==> src/rtl/psi_twist_loader.sv <==
// Serial-to-8-lane loader that applies the psi twist (in_data * in_psi mod Q) before a radix-8 butterfly.
// Define PSI_TWIST_BYPASS_EN to pass in_data through unmodified with identical latency and handshake.
module psi_twist_loader #(
    parameter int WIDTH = 18,
    parameter int Q     = 12289
) (
    input  logic                 clk,
    input  logic                 rst_n,
    input  logic                 in_valid,
    output logic                 in_ready,
    input  logic [WIDTH-1:0]     in_data,
    input  logic [WIDTH-1:0]     in_psi,
    output logic                 out_valid,
    input  logic                 out_ready,
    output logic [8*WIDTH-1:0]   out_frame
);

    typedef enum logic {
        FILL = 1'b0,
        HOLD = 1'b1
    } state_t;

    state_t               state_q, state_d;
    logic [3:0]           acc_cnt_q, acc_cnt_d;
    logic [2:0]           wr_cnt_q, wr_cnt_d;
    logic                 s0_valid_q, s0_valid_d;
    logic [WIDTH-1:0]     s0_data_q, s0_data_d;
    logic                 s1_valid_q, s1_valid_d;
    logic [8*WIDTH-1:0]   frame_q, frame_d;
    logic                 accept;
    logic [WIDTH-1:0]     lane_val;

`ifdef PSI_TWIST_BYPASS_EN
    logic [WIDTH-1:0]     s1_word_q, s1_word_d;
    logic                 unused_psi;

    assign unused_psi = ^in_psi;
    assign lane_val   = s1_word_q;

    always_comb begin
        s1_word_d = s1_word_q;
        if (s0_valid_q) begin
            s1_word_d = s0_data_q;
        end
    end
`else
    localparam logic [2*WIDTH-1:0] QW = (2*WIDTH)'(Q);

    logic [WIDTH-1:0]     s0_psi_q, s0_psi_d;
    logic [2*WIDTH-1:0]   s1_word_q, s1_word_d;

    // Full-width product keeps the reduction exact even for operands >= Q.
    assign lane_val = WIDTH'(s1_word_q % QW);

    always_comb begin
        s0_psi_d  = s0_psi_q;
        s1_word_d = s1_word_q;
        if (accept) begin
            s0_psi_d = in_psi;
        end
        if (s0_valid_q) begin
            s1_word_d = {{WIDTH{1'b0}}, s0_data_q} * {{WIDTH{1'b0}}, s0_psi_q};
        end
    end

    always_ff @(posedge clk or negedge rst_n) begin
        if (!rst_n) begin
            s0_psi_q <= '0;
        end else begin
            s0_psi_q <= s0_psi_d;
        end
    end
`endif

    // Gating with rst_n keeps in_ready low throughout reset and high immediately on release.
    assign in_ready  = rst_n && (state_q == FILL) && (acc_cnt_q < 4'd8);
    assign accept    = in_valid && in_ready;
    assign out_valid = (state_q == HOLD);
    assign out_frame = frame_q;

    always_comb begin
        state_d    = state_q;
        acc_cnt_d  = acc_cnt_q;
        wr_cnt_d   = wr_cnt_q;
        s0_valid_d = accept;
        s0_data_d  = s0_data_q;
        s1_valid_d = s0_valid_q;
        frame_d    = frame_q;

        if (accept) begin
            s0_data_d = in_data;
            acc_cnt_d = acc_cnt_q + 4'd1;
        end

        case (state_q)
            FILL: begin
                if (s1_valid_q) begin
                    for (int unsigned k = 0; k < 8; k++) begin
                        if (wr_cnt_q == 3'(k)) begin
                            frame_d[k*WIDTH +: WIDTH] = lane_val;
                        end
                    end
                    wr_cnt_d = wr_cnt_q + 3'd1;
                    if (wr_cnt_q == 3'd7) begin
                        state_d = HOLD;
                    end
                end
            end
            HOLD: begin
                if (out_ready) begin
                    state_d   = FILL;
                    acc_cnt_d = '0;
                    wr_cnt_d  = '0;
                end
            end
            default: state_d = FILL;
        endcase
    end

    always_ff @(posedge clk or negedge rst_n) begin
        if (!rst_n) begin
            state_q    <= FILL;
            acc_cnt_q  <= '0;
            wr_cnt_q   <= '0;
            s0_valid_q <= 1'b0;
            s0_data_q  <= '0;
            s1_valid_q <= 1'b0;
            s1_word_q  <= '0;
            frame_q    <= '0;
        end else begin
            state_q    <= state_d;
            acc_cnt_q  <= acc_cnt_d;
            wr_cnt_q   <= wr_cnt_d;
            s0_valid_q <= s0_valid_d;
            s0_data_q  <= s0_data_d;
            s1_valid_q <= s1_valid_d;
            s1_word_q  <= s1_word_d;
            frame_q    <= frame_d;
        end
    end

endmodule

==> config.mk <==
export PLATFORM = sky130hd
export DESIGN_NAME = psi_twist_loader
export DESIGN_NICKNAME = d
export VERILOG_FILES = /design/src/rtl/psi_twist_loader.sv
export SDC_FILE = /design/constraint.sdc
export NUM_CORES = 2
export LEC_CHECK = 0
export BUFFER_PORTS_ARGS = -buffer_cell sky130_fd_sc_hd__clkbuf_2
export CAP_MARGIN = 20
export CORE_MARGIN = 2
export CORE_UTILIZATION = 30
export CTS_BUF_LIST = sky130_fd_sc_hd__clkbuf_4 sky130_fd_sc_hd__clkbuf_8 sky130_fd_sc_hd__clkbuf_16
export CTS_CLUSTER_DIAMETER = 100
export CTS_CLUSTER_SIZE = 8
export DETAILED_ROUTE_END_ITERATION = 10
export PLACE_DENSITY = 0.45
export REMOVE_ABC_BUFFERS = 1
export SLEW_MARGIN = 15
export SYNTH_ARGS = -nofsm -noshare
export SYNTH_HDL_FRONTEND = slang
export SYNTH_SLANG_ARGS = --single-unit
==> constraint.sdc <==
create_clock -name clk -period 29 [get_ports clk]
set_input_delay 2.9 -clock clk [delete_from_list [all_inputs] [get_ports clk]]
set_output_delay 2.9 -clock clk [all_outputs]
set_load 0.05 [all_outputs]
==> key figures <==
Synthesis
  – Syn Area/Cell: 8.47 µm²
  – Post-Syn Instances: 3466
  – Mapped Area: 0.0294 mm²
  – Synth warnings: 0
  – Synth area leaders: dfrtp_1, fa_1, nand2_1
  – Sequential share of the synthesized area: 19.3%
  – Synth cell types: 129
  – Synth area leader: dfrtp_1
  – Share of the synthesized area in the top cell type: 19.3%
  – EDFF count, synth: 0
  – Primary FF master, synth: dfrtp_1
  – Ys async rst share: 100%
  – Synthesis-stage register bit count: 226

Cells and area
  – Share of cells above drive strength 1: 14.1%
  – Fin nets: 3988
  – Commonest non-fill, non-tap cell in the layout: nand2_1
  – Commonest non-fill, non-tap cells in the layout: nand2_1, inv_1, fa_1, dfrtp_1, clkbuf_2
  – Syn-to-layout area delta: 11.2%
  – Sequential Area: 0.00566 mm²
  – Layout fillers: 10254
  – Area occupied by multi-input gates: 0.0219 mm²

Timing
  – Final-report max-slew violation count: 0
  – RSZ-0062 raised after global routing: false
  – Final Hold Viols: 0
  – Slew of the pin with the lowest slew margin: 0.932 ns
  – Sum Neg Setup Slack: 0 ns
  – Rel. slew slack: 37.3%
  – Fmax: 36.8 MHz
  – Period minus WS final: 27.20 ns
  – Final worst-path cycle share: 93.8%
  – Final Skew: 0.0342 ns
  – Final setup viols: 0

Global route
  – First-pass GRT wire length: 146 mm
  – Initial antenna violation count: 2
  – Residual overflow from global routing: 0
  – Total GRT Usage: 18.1%
  – Largest net degree at the start of global routing: 69
  – Number of global-route vias before repair: 25035

Die
  – Core area: 0.0969 mm²
  – FP Rows: 114
  – Die height: 317 µm
  – Die Wd: 317 µm
  – IO Count: 186
  – Die area: 0.100 mm²
  – Initial Util: 30.3%

Critical path
  – Critical path's slowest cell: or4_1
  – CP Launch Type: flop
  – Crit Path Category: flop to flop
  – Crit path top cell by count: or3_1
  – Max FO, Critical Path: 10
  – CP endpoint kind: flop
  – Arrival time worst endpoint: 27.60 ns
  – Worst path required time: 29.40 ns
  – Crit-path max cell delay: 0.75 ns

Clock network
  – Clk buf depth: 3
  – Htree depth: 2
  – Hold buffers post-CTS: 0
  – CTS Buf Count: 35
  – CTS Sinks: 226
  – Clock transition at path regs: 0.05 ns
  – Clk Tree Root Cell: clkbuf_16
  – Worst-Skew Late Latency: 0.56 ns
  – CTS tree: done

Detailed routing
  – Via count: 25501
  – Drt drc: 0
  – Avg WL per Cell: 19.0 µm
  – DR iter-0 viols: 1418
  – Vias per cell: 5.25
  – Routed Antenna Nets: 0
  – Final wirelength: 92.1 mm
  – DR pass1 iterations: 6

Placement
  – Post-DP HPWL: 72.8 mm
  – I/O Buffers: 185
  – RD Place Congestion: 0.863

Run
  – Max Cap Viol: 0

Min path
  – Hold WC Path Type: flop to flop

Status
  – Run status: finished clean
cell families (layout without fill, tap and decap cells):
family,Yosys count,count (layout),share of synthesized area [%]
muxes,126,126,4.71
adders and majority gates,387,387,23.0
other,0,2,0
DFF,226,226,19.3
AOI/OAI and AO/OA,851,851,20.8
buffers and inverters,499,609,6.46
xor gates and xnor gates,160,160,5.07
and+or+nand+nor,1217,1217,20.8
final timing paths:
kind / slack (ns) / endpoint / startpoint / depth (start not counted)
setup / recovery: 1.80 / out_frame[44]$_DFFE_PN0P_ / s1_word_q[28]$_DFFE_PN0P_ / 73
hold / removal: 0.48 / out_frame[106]$_DFFE_PN0P_ / out_frame[106]$_DFFE_PN0P_ / 2
setup reg to reg: 1.80 / out_frame[44]$_DFFE_PN0P_ / s1_word_q[28]$_DFFE_PN0P_ / 73
hold reg to reg: 0.48 / out_frame[106]$_DFFE_PN0P_ / out_frame[106]$_DFFE_PN0P_ / 2
max in group asynchronous: 24.81 / s0_psi_q[11]$_DFFE_PN0P_ / rst_n / 3
min in group asynchronous: 2.26 / out_frame[136]$_DFFE_PN0P_ / rst_n / 1
what timing repair did:
item,4_1_cts,5_1_grt
buffers inserted,0,4
setup endpoints to repair,0,144
gates resized for setup,0,18
critical path: cells and delay by family, from the launching register on:
family          cells  cell delay (ns)
compound gates     34            10.67
xor+xnor            3             1.19
fa+ha+maj           1             0.21
buf+inv             1             0.10
flops               1             0.47
mux                 5             2.31
simple gates       29            12.03
per-layer routing:
metal | up-vias | global-route usage [%] | part of all wire (%)
met5 | - | 0 | 0
met4 | 0 | 3.45 | 1.4
met3 | 69 | 1.63 | 2.6
met2 | 415 | 30.4 | 49
met1 | 12651 | 25.4 | 47
li1 | 12366 | - | -
area by class of cell:
| cell class | instances | share of cell area (%) |
|---|---|---|
| Clock buffer | 37 | 2.73 |
| Tap cell | 1276 | 4.89 |
| Inverter | 346 | 3.98 |
| Multi-Input combinational cell | 2741 | 67.1 |
| Clock inverter | 5 | 0.222 |
| Sequential cell | 226 | 17.3 |
| Timing Repair Buffer | 221 | 3.72 |
| Antenna cell | 2 | 0.0153 |
sequential cells by signal, indices dropped and copies added (netlist names):
| signal | cells |
|---|---|
| s0_data_q | 18 |
| out_valid | 1 |
| acc_cnt_q | 4 |
| s1_valid_q | 1 |
| s0_valid_q | 1 |
| s1_word_q | 36 |
| s0_psi_q | 18 |
| out_frame | 144 |
| wr_cnt_q | 3 |
synth_stat cells, types with 12 or more instances:
cell type    n
a211o_1     16
a211oi_1    26
a21o_1      30
a21oi_1    125
a311oi_1    12
a31oi_1     49
a41oi_1     22
and2_1     124
and3_1      28
buf_2       19
clkbuf_1   122
dfrtp_1    226
fa_1       256
ha_1       121
inv_1      343
mux2_2      87
mux2i_1     33
nand2_1    504
nand2b_1    29
nand3_1     71
nand4_1     22
nor2_1     174
nor2b_1     18
nor3_1      71
nor4_1      34
o2111ai_1   12
o211ai_1    31
o21a_1      23
o21ai_0     98
o21ai_1    145
o21bai_1    24
o31ai_1     19
or2_2       16
or3_1       28
or4_1       17
xnor2_1    109
xor2_1      41
per-stage QoR:
stage / instances / cell area (µm²) / setup slack (ns) / hold WS [ns] / util (%)
floorplan: 3313 / 28800 / 5.05 / 0.499 / -
global route: 4854 / 32700 / 0.0859 / 0.506 / 33.7
finish: 4854 / 32700 / 1.80 / 0.481 / 33.7
CTS: 4847 / 32500 / 0.963 / 0.486 / 33.6
global placement: 4805 / 31500 / 1.39 / 0.467 / 32.6
detailed placement: 4805 / 31500 / 1.11 / 0.475 / 32.6
Power is left out: the tool's default activity adds up to more than one toggle a clock period on the data nets, which glitch-free logic cannot reach.
